==> config.mk <==
export PLATFORM = sky130hd
export DESIGN_NAME = wb_write_arbiter
export DESIGN_NICKNAME = d
export VERILOG_FILES = /design/src/rtl/core_pkg.sv /design/src/rtl/wb_fifo.sv /design/src/rtl/wb_write_arbiter.sv
export SDC_FILE = /design/constraint.sdc
export NUM_CORES = 1
export LEC_CHECK = 0
export ABC_AREA = 0
export ABC_CLOCK_PERIOD_IN_PS = 7380
export CELL_PAD_IN_SITES_DETAIL_PLACEMENT = 1
export CELL_PAD_IN_SITES_GLOBAL_PLACEMENT = 2
export CORE_UTILIZATION = 25
export DETAILED_ROUTE_END_ITERATION = 8
export GPL_TIMING_DRIVEN = 0
export PLACE_DENSITY_LB_ADDON = 0.1
export SLEW_MARGIN = 25
export SYNTH_ARGS = -nofsm -noshare
export SYNTH_HDL_FRONTEND = slang
export SYNTH_HIERARCHICAL = 1
export SYNTH_SLANG_ARGS = --single-unit
==> constraint.sdc <==
create_clock -name clk -period 7.38 [get_ports clk]
set_clock_uncertainty 0.1 [all_clocks]
set_input_delay 1.476 -clock clk [delete_from_list [all_inputs] [get_ports clk]]
set_output_delay 1.476 -clock clk [all_outputs]
set_load 0.02 [all_outputs]
==> src/rtl/core_pkg.sv <==
// rtl/core_pkg.sv - shared register-file geometry and write-back entry type
// Purpose: XLEN / REG_AW constants and the queued write-back record.
// Ports: none (package).
package core_pkg;

  localparam int XLEN   = 32;
  localparam int REG_AW = 5;

  typedef struct packed {
    logic [REG_AW-1:0] rd;
    logic [XLEN-1:0]   data;
  } wb_entry_t;

endpackage

==> src/rtl/wb_fifo.sv <==
// rtl/wb_fifo.sv - in-order pending-write queue with two push slots and one pop
// Purpose: holds write-back entries that could not go straight to the regfile port.
// Ports:
//   clk, reset         clock, synchronous active-high reset
//   push0_i, din0_i    oldest entry pushed this cycle
//   push1_i, din1_i    second entry pushed this cycle (only together with push0_i)
//   pop_i              drop the head entry
//   head_o             current head entry
//   count_o            entries currently held (0..DEPTH)
module wb_fifo
  import core_pkg::*;
#(
  parameter int DEPTH = 4,
  localparam int PW = $clog2(DEPTH),
  localparam int CW = PW + 1
) (
  input  logic          clk,
  input  logic          reset,
  input  logic          push0_i,
  input  wb_entry_t     din0_i,
  input  logic          push1_i,
  input  wb_entry_t     din1_i,
  input  logic          pop_i,
  output wb_entry_t     head_o,
  output logic [CW-1:0] count_o
);

  wb_entry_t         mem_q [DEPTH];
  logic [PW-1:0]     rd_ptr_q, rd_ptr_d;
  logic [PW-1:0]     wr_ptr_q, wr_ptr_d;
  logic [PW-1:0]     wr_ptr1;
  logic [CW-1:0]     count_q, count_d;
  logic [1:0]        n_push;

  // Pointers wrap naturally because DEPTH is a power of two; full vs empty
  // is told apart by count_q, never by pointer equality.
  always_comb begin
    n_push   = {1'b0, push0_i} + {1'b0, push1_i};
    wr_ptr1  = wr_ptr_q + PW'(1);
    wr_ptr_d = wr_ptr_q + PW'(n_push);
    rd_ptr_d = rd_ptr_q + PW'(pop_i);
    count_d  = count_q + CW'(n_push) - CW'(pop_i);
  end

  always_ff @(posedge clk) begin
    if (reset) begin
      rd_ptr_q <= '0;
      wr_ptr_q <= '0;
      count_q  <= '0;
    end else begin
      rd_ptr_q <= rd_ptr_d;
      wr_ptr_q <= wr_ptr_d;
      count_q  <= count_d;
    end
  end

  // Storage needs no reset: contents are only visible through count_q.
  always_ff @(posedge clk) begin
    if (push0_i) mem_q[wr_ptr_q] <= din0_i;
    if (push1_i) mem_q[wr_ptr1]  <= din1_i;
  end

  assign head_o  = mem_q[rd_ptr_q];
  assign count_o = count_q;

endmodule

==> src/rtl/wb_write_arbiter.sv <==
// rtl/wb_write_arbiter.sv - merges ALU and LSU completions onto one regfile write port
// Purpose: at most one registered regfile write per cycle, in acceptance order (LSU older
//          than ALU in the same cycle), with collisions absorbed by wb_fifo.
// Ports:
//   clk, reset                       clock, synchronous active-high reset
//   alu_valid/alu_ready/alu_rd/alu_data  ALU completion handshake
//   lsu_valid/lsu_ready/lsu_rd/lsu_data  load completion handshake
//   we, wa, wd                       registered regfile write port
//   q_count                          entries waiting in the queue
//   busy                             queue non-empty or a write on the port
module wb_write_arbiter
  import core_pkg::*;
#(
  parameter int QDEPTH = 4,
  localparam int CW = $clog2(QDEPTH) + 1
) (
  input  logic              clk,
  input  logic              reset,
  input  logic              alu_valid,
  output logic              alu_ready,
  input  logic [REG_AW-1:0] alu_rd,
  input  logic [XLEN-1:0]   alu_data,
  input  logic              lsu_valid,
  output logic              lsu_ready,
  input  logic [REG_AW-1:0] lsu_rd,
  input  logic [XLEN-1:0]   lsu_data,
  output logic              we,
  output logic [REG_AW-1:0] wa,
  output logic [XLEN-1:0]   wd,
  output logic [CW-1:0]     q_count,
  output logic              busy
);

  wb_entry_t         lsu_e, alu_e, head, out_e, din0, din1;
  logic              lsu_wr, alu_wr, q_empty;
  logic              push0, push1, pop, out_valid;
  logic              we_q, we_d;
  logic [REG_AW-1:0] wa_q, wa_d;
  logic [XLEN-1:0]   wd_q, wd_d;

  // Ready depends only on the queue occupancy and lsu_valid. The slot freed
  // by a same-cycle pop is deliberately not counted, so two accepted writes
  // always fit without relying on the pop.
  assign lsu_ready = (q_count <= CW'(QDEPTH - 1));
  assign alu_ready = (q_count <= CW'(QDEPTH - 2)) |
                     ((q_count == CW'(QDEPTH - 1)) & ~lsu_valid);

  assign lsu_e = {lsu_rd, lsu_data};
  assign alu_e = {alu_rd, alu_data};

  // Writes to x0 are consumed by the handshake but never take a slot.
  assign lsu_wr  = lsu_valid & lsu_ready & (lsu_rd != '0);
  assign alu_wr  = alu_valid & alu_ready & (alu_rd != '0);
  assign q_empty = (q_count == '0);

  always_comb begin
    push0     = 1'b0;
    push1     = 1'b0;
    pop       = 1'b0;
    din0      = lsu_e;
    din1      = alu_e;
    out_valid = 1'b0;
    out_e     = head;
    if (q_empty) begin
      // Oldest accepted write bypasses the queue; a younger one waits.
      if (lsu_wr) begin
        out_valid = 1'b1;
        out_e     = lsu_e;
        if (alu_wr) begin
          push0 = 1'b1;
          din0  = alu_e;
        end
      end else if (alu_wr) begin
        out_valid = 1'b1;
        out_e     = alu_e;
      end
    end else begin
      // Head is older than anything arriving now, so everything new queues.
      pop       = 1'b1;
      out_valid = 1'b1;
      if (lsu_wr) begin
        push0 = 1'b1;
        din0  = lsu_e;
        push1 = alu_wr;
        din1  = alu_e;
      end else if (alu_wr) begin
        push0 = 1'b1;
        din0  = alu_e;
      end
    end
  end

  wb_fifo #(
    .DEPTH (QDEPTH)
  ) u_fifo (
    .clk     (clk),
    .reset   (reset),
    .push0_i (push0),
    .din0_i  (din0),
    .push1_i (push1),
    .din1_i  (din1),
    .pop_i   (pop),
    .head_o  (head),
    .count_o (q_count)
  );

  // wa/wd hold their last value on idle cycles.
  always_comb begin
    we_d = out_valid;
    wa_d = out_valid ? out_e.rd   : wa_q;
    wd_d = out_valid ? out_e.data : wd_q;
  end

  always_ff @(posedge clk) begin
    if (reset) begin
      we_q <= 1'b0;
      wa_q <= '0;
      wd_q <= '0;
    end else begin
      we_q <= we_d;
      wa_q <= wa_d;
      wd_q <= wd_d;
    end
  end

  assign we   = we_q;
  assign wa   = wa_q;
  assign wd   = wd_q;
  assign busy = (q_count != '0) | we_q;

endmodule
==> results of run 1 <==
kinds of logic after synthesis:
family                     synth area share, %
AOI/OAI and AO/OA                         6.21
DFF                                       51.4
muxes                                     31.9
xor gates and xnor gates                 0.518
buffers and inverters                     3.47
adders and majority gates                 1.01
and+or+nand+nor                           5.43
power groups by stage:
stage,registers [mW],clock network [mW],logic [mW]
finish,1.73,0.903,2.42
global placement,1.78,0,2.30
detailed placement,1.76,0,2.46
floorplan,1.87,0,1.35
global route,1.77,0.972,2.60
CTS,1.74,0.931,2.47
sequential cells by signal (all words and copies together) (netlist names):
name and count:
wa 5, u_fifo/count_o 3, u_fifo/wr_ptr_q 2, wd 32
we 1, u_fifo/mem_q 148, u_fifo/rd_ptr_q 2
stage by stage:
step	power [mW]	TNS [ns]	worst slack [ns]	instances	utilization, %
finish	5.05	0	1.77	1398	32.0
global route	5.34	0	1.49	1398	32.0
CTS	5.14	0	1.74	1398	32.0
detailed placement	4.22	0	1.28	1366	30.6
global placement	4.09	-269.25	-2.71	1357	30.0
floorplan	3.22	0	1.32	704	-
metal layers:
metal  track usage [%]  vias to the layer above  share of wire, %
li1                  -                     3028                 -
met1              21.7                     3435                46
met2              28.1                      121                50
met3              2.21                       27               3.2
met4              4.54                        2               1.3
met5                 0                        -             0.038
synthesized netlist by cell type (all sizes together):
master,count
mux2,184
edfxtp,148
nand2,64
nor2,46
dfxtp,45
mux4,37
a211oi,31
o2bb2ai,31
buf,29
clkbuf,21
inv,9
ha,6
nor2b,6
nor3,6
mux2i,5
a2111oi,4
nand3,3
o21ai,3
a311oi,2
nand2b,2
nand3b,2
o211a,2
o31ai,2
or4,2
xnor3,2
a21oi,1
a22o,1
a31oi,1
fa,1
maj3,1
nor3b,1
nor4,1
o211ai,1
o21a,1
or2,1
or3,1
xnor2,1
final cells by class:
type	count	share of cell area, %
Clock inverter	10	0.659
Multi-Input combinational cell	452	36.1
Sequential cell	193	40.8
Timing Repair Buffer	130	11.0
Clock buffer	22	3.55
Tap cell	532	5.08
Inverter	9	0.258
Buffer	50	2.49
how the worst min path moves through the flow:
stage                  startpoint                 end  slack (ns)  cells past startpoint
2_1_floorplan  u_fifo/rd_ptr_q[0]  u_fifo/rd_ptr_q[0]        0.45                      2
3_3_place_gp               wd[28]              wd[28]        0.39                      2
3_5_place_dp               wd[15]              wd[15]        0.39                      2
4_1_cts                     wd[9]               wd[9]        0.41                      2
5_1_grt                     wd[9]               wd[9]        0.42                      2
6_report                   wd[17]              wd[17]        0.40                      2
worst max-delay path: cells and delay by family:
kind	cells	cell delay [ns]
AOI/OAI and AO/OA	1	0.17
xor gates and xnor gates	1	0.37
adders and majority gates	4	1.18
buffers and inverters	5	1.87
and+or+nand+nor	3	0.75
==> impl_metrics.yaml, run 1 <==
status:
  outcome: "finished, final reports clean"
synth:
  synth_cell_type_count: 44
  ys_warn_count: 6
  ys_ff_latch: 193
  synth_area_mm2: 0.0104
  synth_nets: 789
  yosysSeqAreaShare_pct: 51.4
  synth_area_per_cell_um2: 14.8
  yosys.area.top_type_share_pct: 42.8
  yosysTopAreaCell: "edfxtp_1"
  synth_cells: 704
  synthTopCellsByArea: "edfxtp_1 (43%), mux2_4 (14%), dfxtp_1 (8.7%), mux2_2 (8.7%), mux4_2 (8.0%)"
cts:
  ctsLongestPathBuffers: 2
  cts_sinks: 193
  ctsResizeCount: 0
  clk_pin_slew_ns: 0.07
  post-cts-setup-buffer-count: 0
  cts_tree: "built"
  cts_max_level: 4
  cts_made_buffers: 17
  clk_latency_ns: 0.44
  cts_root_buffer: "clkbuf_16"
  ctsHoldBuffers: 0
global_route:
  grt_overflow: 0
  grt.total_usage_pct: 16.5
  grt_max_degree: 17
  antenna_found_initial: 1
  grt_pass1_wl_um: 49400
  first_global_vias: 7299
worst_setup_path:
  reg2reg_slack_ns: 3.19
  reg2reg_from: "u_fifo/count_o[2]"
  r2r-end: "u_fifo/mem_q[2][9]"
  critPathMaxFanout: 10
  crit_chain: "clkdlybuf4s50_1 -> or3_1 -> o21ai_2 -> clkbuf_1 -> clkbuf_1 -> nor4_1 -> ha_1 -> inv_1 -> ha_1 -> inv_1 -> ha_1 -> fa_1 -> xnor3_1 -> nor2_1"
  cp-endpoint: "u_fifo/count_o[2]"
  slowest_delay_ns: 0.66
  crit_required_ns: 7.61
  worst_setup_path_start_kind: "primary input"
  arrival_ns: 5.83
  r2r_cells: 11
  crit_start: "lsu_rd[0]"
  path_class: "in2reg"
  crit_top_cell: "ha_1"
  endpoint_kind: "flop"
  cp_slowest_cell: "clkbuf_1"
drt:
  drt_wl_total_um: 33900
  ant_nets: 0
  viasPerCell: 4.73
  drt_iter0_drc: 323
  vias: 6613
  dr.pass1.iters: 4
  drc: 0
  wl_per_cell_um: 24.2
timing:
  slew_violations: 0
  hold_slack_ns: 0.402
  tightest_slew_ns: 0.928
  hold_viol_final: 0
  setup_viol: 0
  fmax_ghz: 0.178
  finalCritPeriodShare_pct: 76.0
  rsz0062_at_grt: "no"
  min_period_ns: 5.61
  relSlewSlack_pct: 37.5
die:
  die-area_mm2: 0.0424
  core.rowCount: 74
  die_h_um: 206
  coreArea_mm2: 0.0409
  fp.dieW_um: 206
  io_pins: 122
  start_util_pct: 25.4
final_layout:
  fill_cells: 4336
  nets: 938
  regArea_mm2: 0.00535
  antenna_cells: 0
  drive_gt1_share_pct: 33.0
  final_cell_mix: "edfxtp_1 (148), clkdlybuf4s50_1 (121), mux2_4 (97)"
  area_delta_synth_final_pct: 26.0
  stdcell_area_mm2: 0.0131
  multi_input_area_mm2: 0.00473
  final_common_cell: "edfxtp_1"
pwr:
  ir_drop_uv: 163
  swShare_pct: 36.0
  power_switching_mw: 1.82
  p_clk_share_pct: 17.9
  p_leak_nw: 4.75
  power_density_mw_per_mm2: 386
  p_int_mw: 3.23
  pwr-share-comb_pct: 47.9
  seq_power_share_pct: 34.2
place:
  hpwlAfterDp_um: 23600
  port_buffers: 121
  gp_congestion: 0.752
  post_dp_cell_area_mm2: 0.0125
min_path:
  worstHoldPathType: "reg2reg"
job:
  drv_cap: 0
No activity file was read; power rests on OpenSTA's default activity.
==> inputs of run 2 (changes only) <==
--- a/config.mk
+++ b/config.mk
@@ -6,7 +6,7 @@
 export NUM_CORES = 1
 export LEC_CHECK = 0
 export ABC_AREA = 0
-export ABC_CLOCK_PERIOD_IN_PS = 7380
+export ABC_CLOCK_PERIOD_IN_PS = 4700
 export CELL_PAD_IN_SITES_DETAIL_PLACEMENT = 1
 export CELL_PAD_IN_SITES_GLOBAL_PLACEMENT = 2
 export CORE_UTILIZATION = 25
==> constraint.sdc (replaced) <==
create_clock -name clk -period 4.7 [get_ports clk]
set_clock_uncertainty 0.1 [all_clocks]
set_input_delay 0.94 -clock clk [delete_from_list [all_inputs] [get_ports clk]]
set_output_delay 0.94 -clock clk [all_outputs]
set_load 0.02 [all_outputs]
==> run 2 against run 1 <==
Against the previous run: worst hold slack about the same; flip-flop and latch count unchanged; combinational power increased by 57%; worst setup slack got worse by 1.6 ns; power increased by 57%; utilization about the same; critical path depth decreased by 1; count of clock-buffer cells in the layout unchanged; via count increased by 0.39%; die area unchanged; first-iteration DRC count decreased by 4.3%; critical path type unchanged; largest power group unchanged.
==> impl_metrics.yaml, run 2 (synthesis results as in run 1) <==
status:
  outcome: "finished, final reports clean"
place:
  pre_cts_ws_ns: -0.868
  post_dp_cell_area_mm2: 0.0125
  gp_congestion: 0.752
  port_buffers: 121
  hpwlAfterDp_um: 23600
timing:
  setup_viol: 0
  fmax_ghz: 0.222
  hold_viol_final: 0
  finalCritPeriodShare_pct: 95.8
  tns_ns: 0
  rsz0062_at_grt: "no"
  relSlewSlack_pct: 44.5
  min_period_ns: 4.50
  hold_slack_ns: 0.402
  tightest_slew_ns: 0.833
  worst_slack_ns: 0.196
  slew_violations: 0
cts:
  ctsHoldBuffers: 0
  clk_pin_slew_ns: 0.07
  ctsLongestPathBuffers: 2
  post-cts-setup-buffer-count: 0
  cts_root_buffer: "clkbuf_16"
  cts_sinks: 193
  cts_tree: "built"
  cts_made_buffers: 17
  clk_latency_ns: 0.44
  cts_max_level: 4
worst_setup_path:
  path_delay_family: "adder cells"
  crit_start: "alu_rd[2]"
  crit_top_cell: "ha_1"
  crit_required_ns: 4.93
  slowest_delay_ns: 0.63
  cp_num_buf_inv: 3
  reg2reg_from: "u_fifo/count_o[2]"
  worst_setup_path_start_kind: "primary input"
  crit_chain: "clkdlybuf4s50_1 -> or4_1 -> nor2_2 -> nor2_1 -> maj3_1 -> ha_1 -> inv_1 -> ha_1 -> inv_1 -> ha_1 -> fa_1 -> xnor3_1 -> nor2_1"
  path_class: "in2reg"
  arrival_ns: 4.73
  cp_slowest_cell: "or4_1"
  endpoint_kind: "flop"
  critPathMaxFanout: 7
final_layout:
  antenna_cells: 0
  stdcell_area_mm2: 0.0131
  regMostFlops: "u_fifo/mem_q"
  area_delta_synth_final_pct: 26.1
  final_common_cell: "edfxtp_1"
  final_cell_mix: "edfxtp_1 (148), clkdlybuf4s50_1 (121), mux2_4 (97)"
  nets: 938
  fill_cells: 4336
  drive_gt1_share_pct: 33.5
  largest_register_ffs: 148
min_path:
  worstHoldPathType: "reg2reg"
  min_from: "wd[17]"
global_route:
  grt_pass1_wl_um: 49400
  first_global_vias: 7301
  grt.total_usage_pct: 16.5
  antenna_found_initial: 1
  grt_overflow: 0
  grt_max_degree: 17
drt:
  viasPerCell: 4.75
  dr.pass1.iters: 4
  drc: 0
  vias: 6639
  drt_iter0_drc: 309
  ant_nets: 0
  wl_per_cell_um: 24.2
  drt_wl_total_um: 33800
pwr:
  ir_drop_uv: 255
  power_density_mw_per_mm2: 605
  p_leak_nw: 4.76
die:
  core.rowCount: 74
  coreArea_mm2: 0.0409
  start_util_pct: 25.4
  io_pins: 122
  die_h_um: 206
  fp.dieW_um: 206
  die-area_mm2: 0.0424
job:
  drv_cap: 0
-- run 2: changes by cell type in the layout (fill, tap and decap cells not counted) --
cell / delta
nor4_2: +1
nor2_2: +1
nor4_1: -1
nor2_1: -1
clkbuf_2: +2
clkbuf_1: -2
-- run 2: where the power goes --
part	leakage (nW)	switching [mW]	internal, mW
logic	2.77	1.99	1.81
clock network	0.256	0.664	0.754
registers	1.73	0.202	2.51
total	4.76	2.85	5.08
-- run 2: final cells by class --
type	instances	area [um^2]	share of cell area, %
Sequential cell	193	5350	40.8
Tap cell	532	666	5.08
Clock buffer	22	464	3.54
Buffer	50	329	2.51
Inverter	9	33.8	0.258
Multi-Input combinational cell	452	4740	36.2
Timing Repair Buffer	130	1440	11.0
Clock inverter	10	86.3	0.659
-- run 2: worst paths after layout --
kind	endpoint	slack (ns)	cells after the start
max reg2reg	u_fifo/count_o[2]	0.95	12
min reg2reg	wd[17]	0.40	2
min	wd[17]	0.40	2
max	u_fifo/count_o[2]	0.20	13
-- run 2: worst register-to-register path: stages, from the launching register on --
cell	delay (ns)
dfxtp_1	0.36
nor3_1	0.42
inv_1	0.18
clkbuf_1	0.41
maj3_1	0.54
ha_1	0.33
inv_1	0.04
ha_1	0.26
inv_1	0.04
ha_1	0.18
fa_1	0.37
xnor3_1	0.37
nor2_1	0.04
-- run 2: stage by stage --
stage | utilization [%] | std cells | total power [mW]
2_1_floorplan | - | 704 | 5.06
5_1_grt | 32.0 | 1398 | 8.39
6_report | 32.0 | 1398 | 7.93
3_3_place_gp | 30.0 | 1357 | 6.42
4_1_cts | 32.0 | 1398 | 8.07
3_5_place_dp | 30.6 | 1366 | 6.62
-- run 2: routing by layer --
layer	part of all wire (%)	GRT usage [%]
met1	45	21.7
met2	50	28.2
met3	3.3	2.21
met4	1.3	4.54
met5	0.039	0
-- run 2: timing repair --
item	4_1_cts	5_1_grt
endpoints found under the hold margin	0	0
gates resized for setup	2	2
setup endpoints to repair	56	17
gates cloned	0	0
